==> src/rtl/audioport_pkg.sv <==
// Shared audioport definitions: command codes, STATUS_REG bit indices, rate codes,
// default divider constants and the command sequencer state encoding.
package audioport_pkg;

  localparam logic [31:0] CMD_NOP    = 32'h0000_0000;
  localparam logic [31:0] CMD_CLR    = 32'h0000_0001;
  localparam logic [31:0] CMD_CFG    = 32'h0000_0002;
  localparam logic [31:0] CMD_START  = 32'h0000_0004;
  localparam logic [31:0] CMD_STOP   = 32'h0000_0008;
  localparam logic [31:0] CMD_LEVEL  = 32'h0000_0010;
  localparam logic [31:0] CMD_IRQACK = 32'h0000_0020;

  localparam int STATUS_PLAY    = 0;
  localparam int STATUS_CLR_ERR = 1;
  localparam int STATUS_CFG_ERR = 2;
  localparam int STATUS_IRQ_ERR = 3;
  localparam int STATUS_CMD_ERR = 4;

  typedef enum logic [1:0] {
    RATE_48000  = 2'b00,
    RATE_96000  = 2'b01,
    RATE_192000 = 2'b10,
    RATE_384000 = 2'b11
  } rate_t;

  localparam int DEFAULT_CMD_WAIT_STATES = 24;
  localparam int DEFAULT_DIV_48000       = 1127;
  localparam int DEFAULT_DIV_96000       = 564;
  localparam int DEFAULT_DIV_192000      = 282;
  localparam int DEFAULT_DIV_384000      = 141;
  localparam int DEFAULT_DIV_WIDTH       = 16;

  typedef enum logic [1:0] {
    STOP      = 2'd0,
    PLAY      = 2'd1,
    WAIT_STOP = 2'd2
  } seq_state_t;

  // NOP counts as known: it is accepted silently rather than flagged.
  function automatic logic cmd_is_known(input logic [31:0] cmd);
    return cmd inside {CMD_NOP, CMD_CLR, CMD_CFG, CMD_START, CMD_STOP, CMD_LEVEL, CMD_IRQACK};
  endfunction

endpackage

==> src/rtl/audioport_tick_divider.sv <==
// Sample-rate tick generator: counts 0..DIV-1 for the selected rate while enabled,
// registered tick on the terminal count; clear (or reset) zeroes the count and drops the tick.
module audioport_tick_divider
  import audioport_pkg::*;
#(
  parameter int DIV_WIDTH  = DEFAULT_DIV_WIDTH,
  parameter int DIV_48000  = DEFAULT_DIV_48000,
  parameter int DIV_96000  = DEFAULT_DIV_96000,
  parameter int DIV_192000 = DEFAULT_DIV_192000,
  parameter int DIV_384000 = DEFAULT_DIV_384000
) (
  input  logic  clk,
  input  logic  rst,
  input  logic  enable,
  input  logic  clear,
  input  rate_t rate,
  output logic  tick
);

  logic [DIV_WIDTH-1:0] count;
  logic [DIV_WIDTH-1:0] count_last;

  always_comb begin
    count_last = DIV_WIDTH'(DIV_48000 - 1);
    case (rate)
      RATE_48000:  count_last = DIV_WIDTH'(DIV_48000 - 1);
      RATE_96000:  count_last = DIV_WIDTH'(DIV_96000 - 1);
      RATE_192000: count_last = DIV_WIDTH'(DIV_192000 - 1);
      RATE_384000: count_last = DIV_WIDTH'(DIV_384000 - 1);
    endcase
  end

  always_ff @(posedge clk) begin
    if (rst || clear) begin
      count <= '0;
      tick  <= 1'b0;
    end else if (enable) begin
      tick  <= (count == count_last);
      count <= (count == count_last) ? '0 : count + 1'b1;
    end else begin
      tick <= 1'b0;
    end
  end

endmodule

==> src/rtl/audioport_cmd_sequencer.sv <==
// Audioport command sequencer: decodes CMD_REG writes into registered strobes, STATUS_REG and irq; one-cycle latency.
// No backpressure: commands during the wait-state window are dropped with CMD_ERR. AUDIOPORT_RATE_384K_EN enables rate 2'b11.
module audioport_cmd_sequencer
  import audioport_pkg::*;
#(
  parameter int CMD_WAIT_STATES = DEFAULT_CMD_WAIT_STATES,
  parameter int DIV_48000       = DEFAULT_DIV_48000,
  parameter int DIV_96000       = DEFAULT_DIV_96000,
  parameter int DIV_192000      = DEFAULT_DIV_192000,
  parameter int DIV_384000      = DEFAULT_DIV_384000,
  parameter int DIV_WIDTH       = DEFAULT_DIV_WIDTH
) (
  input  logic        clk,
  input  logic        rst,
  input  logic [31:0] cmd_in,
  input  logic        cmd_valid_in,
  input  logic [31:0] cfg_in,
  input  logic        req_in,
  output logic        play_out,
  output logic        clr_out,
  output logic        cfg_out,
  output logic        level_out,
  output logic        irq_out,
  output logic        busy_out,
  output logic        tick_out,
  output logic [31:0] status_out
);

  localparam int WAIT_W = $clog2(CMD_WAIT_STATES + 1);
  localparam logic [WAIT_W-1:0] WAIT_LAST = WAIT_W'(CMD_WAIT_STATES - 1);

  seq_state_t state, state_nxt;
  rate_t      rate, rate_nxt;
  logic [WAIT_W-1:0] wait_cnt, wait_nxt;
  logic [STATUS_CMD_ERR:STATUS_CLR_ERR] err, err_nxt;
  logic irq, irq_nxt;
  logic clr, clr_nxt, cfg, cfg_nxt, level, level_nxt;
  logic div_clear, irq_ack, stop_cmd, req_play;
  rate_t cfg_rate;

  logic unused_cfg_bits;
  assign unused_cfg_bits = ^cfg_in[31:2];
  assign cfg_rate = rate_t'(cfg_in[1:0]);

  always_comb begin
    state_nxt = state;
    wait_nxt  = wait_cnt;
    rate_nxt  = rate;
    err_nxt   = err;
    irq_nxt   = irq;
    clr_nxt   = 1'b0;
    cfg_nxt   = 1'b0;
    level_nxt = 1'b0;
    div_clear = 1'b0;
    irq_ack   = 1'b0;
    stop_cmd  = 1'b0;
    req_play  = 1'b0;

    if (state == WAIT_STOP) begin
      if (wait_cnt == '0) state_nxt = STOP;
      else                wait_nxt  = wait_cnt - 1'b1;
    end

    if (cmd_valid_in && cmd_in != CMD_NOP) begin
      if (!cmd_is_known(cmd_in) || state == WAIT_STOP) begin
        err_nxt[STATUS_CMD_ERR] = 1'b1;
      end else begin
        case (cmd_in)
          CMD_CLR: begin
            if (state == PLAY) begin
              err_nxt[STATUS_CLR_ERR] = 1'b1;
            end else begin
              clr_nxt   = 1'b1;
              err_nxt   = '0;
              state_nxt = WAIT_STOP;
              wait_nxt  = WAIT_LAST;
            end
          end
          CMD_CFG: begin
            if (state == PLAY) begin
              err_nxt[STATUS_CFG_ERR] = 1'b1;
            end else begin
              cfg_nxt   = 1'b1;
              state_nxt = WAIT_STOP;
              wait_nxt  = WAIT_LAST;
`ifdef AUDIOPORT_RATE_384K_EN
              rate_nxt = cfg_rate;
`else
              if (cfg_rate == RATE_384000) err_nxt[STATUS_CFG_ERR] = 1'b1;
              else                         rate_nxt = cfg_rate;
`endif
            end
          end
          CMD_START: begin
            if (state == STOP) begin
              state_nxt = PLAY;
              div_clear = 1'b1;
            end
          end
          CMD_STOP: begin
            if (state == PLAY) begin
              state_nxt = STOP;
              stop_cmd  = 1'b1;
              irq_nxt   = 1'b0;
              div_clear = 1'b1;
            end
          end
          CMD_LEVEL:  level_nxt = 1'b1;
          CMD_IRQACK: irq_ack   = 1'b1;
          default: ;
        endcase
      end
    end

    // A refill request arriving with IRQACK wins: irq stays set and neither side is an error.
    req_play = req_in && (state == PLAY) && !stop_cmd;
    if (irq_ack && !req_play) begin
      if (irq) irq_nxt = 1'b0;
      else     err_nxt[STATUS_IRQ_ERR] = 1'b1;
    end
    if (req_play) begin
      irq_nxt = 1'b1;
      if (irq && !irq_ack) err_nxt[STATUS_IRQ_ERR] = 1'b1;
    end
  end

  always_ff @(posedge clk) begin
    if (rst) begin
      state    <= STOP;
      wait_cnt <= '0;
      rate     <= RATE_48000;
      err      <= '0;
      irq      <= 1'b0;
      clr      <= 1'b0;
      cfg      <= 1'b0;
      level    <= 1'b0;
    end else begin
      state    <= state_nxt;
      wait_cnt <= wait_nxt;
      rate     <= rate_nxt;
      err      <= err_nxt;
      irq      <= irq_nxt;
      clr      <= clr_nxt;
      cfg      <= cfg_nxt;
      level    <= level_nxt;
    end
  end

  audioport_tick_divider #(
    .DIV_WIDTH (DIV_WIDTH),
    .DIV_48000 (DIV_48000),
    .DIV_96000 (DIV_96000),
    .DIV_192000(DIV_192000),
    .DIV_384000(DIV_384000)
  ) u_tick_divider (
    .clk   (clk),
    .rst   (rst),
    .enable(state == PLAY),
    .clear (div_clear),
    .rate  (rate),
    .tick  (tick_out)
  );

  assign play_out   = (state == PLAY);
  assign busy_out   = (state == WAIT_STOP);
  assign clr_out    = clr;
  assign cfg_out    = cfg;
  assign level_out  = level;
  assign irq_out    = irq;
  assign status_out = {27'b0, err, play_out};

endmodule

==> config.mk <==
export PLATFORM = sky130hd
export DESIGN_NAME = audioport_cmd_sequencer
export DESIGN_NICKNAME = d
export VERILOG_FILES = /design/src/rtl/audioport_pkg.sv /design/src/rtl/audioport_tick_divider.sv /design/src/rtl/audioport_cmd_sequencer.sv
export SDC_FILE = /design/constraint.sdc
export NUM_CORES = 1
export LEC_CHECK = 0
export ABC_AREA = 0
export CAP_MARGIN = 20
export CORE_ASPECT_RATIO = 1.25
export CORE_MARGIN = 1
export CORE_UTILIZATION = 45
export DETAILED_ROUTE_END_ITERATION = 10
export GPL_TIMING_DRIVEN = 0
export PLACE_DENSITY = 0.95
export SLEW_MARGIN = 25
export SYNTH_ARGS = -nofsm -noshare
export SYNTH_HDL_FRONTEND = slang
export SYNTH_SLANG_ARGS = --single-unit
==> constraint.sdc <==
create_clock -name clk -period 2.6 [get_ports clk]
set_input_delay 0.26 -clock clk [delete_from_list [all_inputs] [get_ports clk]]
set_output_delay 0.26 -clock clk [all_outputs]
set_load 0.02 [all_outputs]
==> results of run 1 <==
-- cells in the final DEF (no fill, tap or decap), types with 12 or more instances in the layout --
cell type and count:
a21oi_1 17, inv_1 12, clkdlybuf4s50_1 48, conb_1 27
nor4_1 14, dfxtp_1 34, xnor2_1 12, buf_4 29
nand2_1 19, nor2_1 28
-- metrics by stage --
stage	hold slack, ns	util	area, sq um
after detailed placement	0.4729	0.6082	2919
final	0.3612	0.6241	2995
after floorplan	0.4119	-	2364
after global placement	0.4383	0.6082	2919
after CTS	0.3513	0.6241	2995
after global routing	0.3759	0.6241	2995
-- how the worst max path moves through the flow --
stage,end,startpoint
after floorplan,u_tick_divider.count[15]$_SDFFE_PP0P_,cmd_in[28]
after global placement,u_tick_divider.count[15]$_SDFFE_PP0P_,cmd_in[11]
after detailed placement,wait_cnt[3]$_SDFF_PP0_,cmd_in[11]
after CTS,status_out[0],state[0]$_SDFF_PP0_
after global routing,status_out[0],state[0]$_SDFF_PP0_
final,status_out[0],state[0]$_SDFF_PP0_
-- critical path, stage by stage (launching register included) --
cell and delay (ns):
dfxtp_1 0.46, nand2b_1 0.23, inv_2 0.10, buf_2 0.24, buf_4 0.15, clkdlybuf4s50_1 0.59
-- sequential cells by signal, indices dropped and copies added, names as in the netlist --
| name | count |
|---|---|
| wait_cnt | 5 |
| rate | 2 |
| state | 2 |
| err | 4 |
| u_tick_divider.count | 16 |
| u_tick_divider.tick | 1 |
| level_out | 1 |
| irq_out | 1 |
| cfg_out | 1 |
| clr_out | 1 |
-- logic make-up (layout without fill, tap and decap cells) --
kind of cell             Yosys count  count (layout)  share of synthesized area
AND/OR/NAND/NOR                  119             119                     0.2927
flip-flops                        34              34                     0.3004
buffers and inverters             47             102                     0.1264
XOR/XNOR                          21              21                    0.08117
multiplexers                       2               2                   0.008835
AO/OA/AOI/OAI                     48              48                     0.1447
other                              1              27                   0.001655
adder cells (fa/ha/maj)            8               8                    0.04418
-- layout make-up --
| type | instances | area share |
|---|---|---|
| Buffer | 33 | 0.07811 |
| Clock buffer | 7 | 0.02548 |
| Inverter | 14 | 0.01754 |
| Multi-Input combinational cell | 225 | 0.4662 |
| Sequential cell | 34 | 0.2272 |
| Tap cell | 60 | 0.02506 |
| Timing Repair Buffer | 48 | 0.1604 |
-- layer usage --
metal / GRT usage / up-vias
li1: - / 1104
met4: 0.1326 / 0
met3: 0.04354 / 19
met2: 0.3990 / 99
met1: 0.2342 / 1040
met5: 0 / -
-- where the power goes --
part           switching (mW)  internal (mW)  total (mW)
logic                  0.0886         0.0932       0.182
clock network           0.185          0.184       0.369
registers             0.00120          0.522       0.523
total                   0.275          0.799        1.07
==> summary.md, run 1 <==
| Metric | Value |
|---|---|
| CTS tree | `done` |
| WS Path Type | `reg -> out` |
| FF+latch count, synth | `34` |
| DR WL met3 | `335 um` |
| Placer Congestion | `0.8667` |
| Setup Viol. Count Final | `0` |
| CTS HTree Levels | `2` |
| Hold Path Origin | `rst` |
| Crit path DAT | `2.06 ns` |
| Worst-case reg-to-reg path depth | `7` |
| Final min period | `2.322 ns` |
| Largest net degree at the start of global routing | `12` |
| Die Wd | `65.47 um` |
| Endpoint type of the worst setup path | `output port` |
| Leading area contributor after synthesis | `dfxtp_1` |
| Post-CTS Resized | `0` |
| Slew HR | `0.4911` |
| Fin. Hold Viols | `0` |
| Area of the multi-input gates | `1396 sq um` |
| I/O pins | `107` |
| DR iter-0 viols | `142` |
| Post-synth EDFFs | `0` |
| CTS root buf | `clkbuf_8` |
| Yosys top cell area share | `0.3004` |
| Total power | `1.074 mW` |
| Worst Hold End | `level_out$_SDFF_PP0_` |
| Final Slew Violations | `0` |
| Clk slew on worst S/H paths | `0.06 ns` |
| Worst-Margin Slew | `0.7564 ns` |
| Most common cell in the synthesized netlist | `dfxtp_1` |
| Post-synth ARST share | `0` |
| Peak VDD IR | `200.2 uV` |
| Period Utilization, post-route | `0.8929` |
| Synth cell count leaders | `34 x dfxtp_1, 29 x buf_4, 28 x nor2_1, 19 x nand2_1, 17 x a21oi_1` |
| Area contributors post-synth | `dfxtp_1 30%, buf_4 9.6%, nor2_1 4.6%` |
| Final worst slack | `0.2784 ns` |
| Area Growth Syn to Fin | `32.19%` |
| Clock Sinks | `34` |
| Die height | `81.34 um` |
| PortBufs | `48` |
| Placed cell count | `414` |
| Via Count | `2262` |
| Residual DRC | `0` |
| Drt wl/cell | `13.21 um` |
| Global-route wire length before repair | `9.101 mm` |
| Top FF cell, synth | `dfxtp_1` |
| RR Endpoint | `err[3]$_SDFF_PP0_` |
| Pre-CTS setup slack | `0.1008 ns` |
| LEAKAGE | `1.150 nW` |
| Yosys Warn Count | `0` |
| Share of layout cells above drive strength 1 | `0.1274` |
| Yosys cell types | `58` |
| CTS Buf Count | `5` |
| Antenna Nets Post-Route | `0` |
| Required time of the worst setup path | `2.34 ns` |
| Critical path startpoint category | `flop` |
| Highest Clock Rate | `430.7 MHz` |
| Register area | `680.7 sq um` |
| Site Rows | `28` |
| Initial core utilization | `0.4721` |
| DP HPWL | `4.327 mm` |
| Worst reg2reg setup slack | `0.48 ns` |
| Antenna diodes | `0` |
| Total GRT Usage | `0.2210` |
| Synth Area per Inst | `8.093 sq um` |
| Status | `completed` |
| Die area | `5325 sq um` |
| Hold Crit Class | `in -> reg` |
| Core area | `4800 sq um` |
| Post-synthesis cell count | `280` |
| Setup Fix Bufs, Post-CTS | `0` |
| GRT Residual Overflow | `0` |
| Clock Tree Buf Depth | `2` |
| WL met2 | `2.915 mm` |
| CP max FO | `11` |
| Pwr/cell area | `358.6 nW/um^2` |
| Mapped cell area | `2266 sq um` |
| Max Cap Viol | `0` |
| Hold Path Stages | `2` |
| RSZ-0062 raised after global routing | `no` |
| Pre-antenna DRT Iters | `5` |
| Total Routed Length | `5.562 mm` |
| Fin cells | `421` |
| Clock Latency Late Sink | `0.29 ns` |
| Seq/Total Area, Yosys | `0.3004` |
| Top Layer Used | `met4` |
| Vias in the first global route | `2140` |
| Initial antenna violation count | `0` |
| Fillers | `421` |
| Worst R2R Start | `state[0]$_SDFF_PP0_` |
| Vias per inst | `5.373` |
| Fin nets | `437` |
| Setup_tns | `0 ns` |
| Cts-stage hold buffer count | `0` |
| Skew final | `0.001004 ns` |
| M1 wire length | `2.171 mm` |
Note: power is estimated with default switching activity, not from simulation.
==> run 2: changes to the inputs <==
Settings changed: CORE_MARGIN 1 to 2.
==> summary.md, run 2 (same netlist as run 1, synthesis figures left out) <==
| Metric | Value |
|---|---|
| Global-route wire length before repair | `9.715 mm (+6.7%)` |
| Highest Clock Rate | `424.1 MHz (-1.5%)` |
| Fin cells | `422 (+0.24%)` |
| Fin nets | `437 (unchanged)` |
| Worst R2R Start | `state[0]$_SDFF_PP0_` |
| Hold Path Origin | `rst` |
| Pwr/cell area | `370.4 nW/um^2 (+3.3%)` |
| Die height | `83.34 um (+2.5%)` |
| Placement Cell Area | `2919 sq um (unchanged)` |
| Setup Viol. Count Final | `0 (unchanged)` |
| Vias in the first global route | `2194 (+2.5%)` |
| Total Routed Length | `5.868 mm (+5.5%)` |
| Crit. path cell count | `5 (unchanged)` |
| Antenna Nets Post-Route | `0 (unchanged)` |
| WS Path Type | `reg -> out` |
| Final Cell Area | `3014 sq um (+0.63%)` |
| Hold Path Stages | `2 (unchanged)` |
| Skew final | `0.01265 ns (+0.01165 ns)` |
| CP delay by family, top | `buffers and inverters` |
| Max Cap Viol | `0 (unchanged)` |
| Vias per inst | `5.424 (+0.95%)` |
| Slew HR | `0.4736 (-0.01741)` |
| CTS root buf | `clkbuf_8` |
| Cts-stage hold buffer count | `0 (unchanged)` |
| Initial core utilization | `0.4721 (unchanged)` |
| Clk slew on worst S/H paths | `0.08 ns (+0.02 ns)` |
| Clock Latency Late Sink | `0.30 ns (about the same)` |
| Die area | `5623 sq um (+5.6%)` |
| Commonest non-fill, non-tap cells in the layout | `48 x clkdlybuf4s50_1, 34 x dfxtp_1, 29 x buf_4, 28 x nor2_1, 27 x conb_1` |
| GRT Residual Overflow | `0 (unchanged)` |
| Hold Crit Class | `in -> reg` |
| Peak VDD IR | `194.8 uV (-2.7%)` |
| Commonest non-fill, non-tap cell in the layout | `clkdlybuf4s50_1` |
| Worst-case reg-to-reg path depth | `7 (unchanged)` |
| CTS HTree Levels | `2 (unchanged)` |
| Pre-antenna DRT Iters | `4 (-1)` |
| Endpoint type of the worst setup path | `output port` |
| Antenna diodes | `0 (unchanged)` |
| CTS Buf Count | `5 (unchanged)` |
| Clock Tree Buf Depth | `2 (unchanged)` |
| Critical path startpoint category | `flop` |
| DR iter-0 viols | `130 (-8.5%)` |
| Area Growth Syn to Fin | `33.02%` |
| Crit path DAT | `2.10 ns (+0.04 ns)` |
| Post-CTS Resized | `0 (unchanged)` |
| M1 wire length | `2.190 mm (+0.88%)` |
| Share of layout cells above drive strength 1 | `0.1354 (+0.007935)` |
| Residual DRC | `0 (unchanged)` |
| Initial antenna violation count | `0 (unchanged)` |
| Hold Slack | `0.3803 ns (+0.01913 ns)` |
| Final min period | `2.358 ns (+0.03630 ns)` |
| CTS tree | `done` |
| Total GRT Usage | `0.2183 (-0.002703)` |
| Required time of the worst setup path | `2.34 ns (about the same)` |
| Top flop regs | `u_tick_divider.count x16, wait_cnt x5, err x4` |
| Buffers and inverters on the worst path | `4 (unchanged)` |
| Core area | `4800 sq um (unchanged)` |
| Max reg flops | `16 (unchanged)` |
| LEAKAGE | `1.158 nW (+0.77%)` |
| RSZ-0062 raised after global routing | `no` |
| Placer Congestion | `0.8888 (+2.5%)` |
| Setup Fix Bufs, Post-CTS | `0 (unchanged)` |
| Top Layer Used | `met4` |
| Fin. Hold Viols | `0 (unchanged)` |
| DP HPWL | `4.595 mm (+6.2%)` |
| Site Rows | `28 (unchanged)` |
| Total power | `1.116 mW (+3.9%)` |
| Period Utilization, post-route | `0.9069 (+0.01396)` |
| WL met2 | `3.157 mm (+8.3%)` |
| Critical Path Source | `state[0]$_SDFF_PP0_` |
| CP max FO | `11 (unchanged)` |
| Final Slew Violations | `0 (unchanged)` |
| Via Count | `2289 (+1.2%)` |
| Status | `completed` |
| Drt wl/cell | `13.91 um (+5.3%)` |
| Worst-Margin Slew | `0.7823 ns (+0.02588 ns)` |
| PortBufs | `48 (unchanged)` |
| Critical path cell sequence | `nand2b_1, inv_2, buf_2, buf_4, clkdlybuf4s50_1` |
| Largest net degree at the start of global routing | `12 (unchanged)` |
| Setup_tns | `0 ns (unchanged)` |
| DR WL met3 | `398 um (+19%)` |
| I/O pins | `107 (unchanged)` |
| Clock Sinks | `34 (unchanged)` |
| Reg with most FFs | `u_tick_divider.count` |
| Placed cell count | `414 (unchanged)` |
| Die Wd | `67.47 um (+3.1%)` |
| Slowest CP cell | `clkdlybuf4s50_1` |
| Largest stage delay, worst path | `0.59 ns (about the same)` |
==> run 2: changes by cell type in the layout (fill, tap and decap cells not counted) <==
cell / before / now
clkbuf_1: 4 / 2
clkbuf_8: 5 / 6
clkinv_2: 0 / 1
clkinvlp_4: 0 / 1
==> run 2: per-stage QoR <==
step | worst slack [ns] | utilization
after floorplan | 0.8583 | -
after global placement | 0.2005 | 0.6082
after detailed placement | 0.07375 | 0.6082
after CTS | 0.2490 | 0.6280
after global routing | 0.09090 | 0.6280
final | 0.2421 | 0.6280
==> run 2: cell type report <==
type                       instances  area (sq um)
fill                             404          1785
multi-input combinational        225          1396
sequential                        34         680.7
timing repair buffer              48         480.5
buffer                            33         234.0
clock buffer                       6         82.58
tap                               60         75.07
inverter                          14         52.55
clock inverter                     2         12.51
==> run 2: layer usage <==
layer | vias to the layer above | global-route usage
met1 | 1063 | 0.2396
li1 | 1113 | -
met4 | 0 | 0.07421
met5 | - | 0
met2 | 98 | 0.3966
met3 | 15 | 0.04607
==> run 2: power by group <==
part	total [mW]	switching (mW)	internal, mW
logic	0.181	0.0882	0.0933
clock network	0.413	0.200	0.213
registers	0.523	0.000960	0.522
total	1.12	0.289	0.828
==> run 2: worst paths after layout <==
path	endpoint	slack (ns)
setup / recovery	status_out[0]	0.24
hold / removal	level_out$_SDFF_PP0_	0.38
setup reg to reg	err[3]$_SDFF_PP0_	0.40
hold reg to reg	err[1]$_SDFFE_PP0P_	0.46
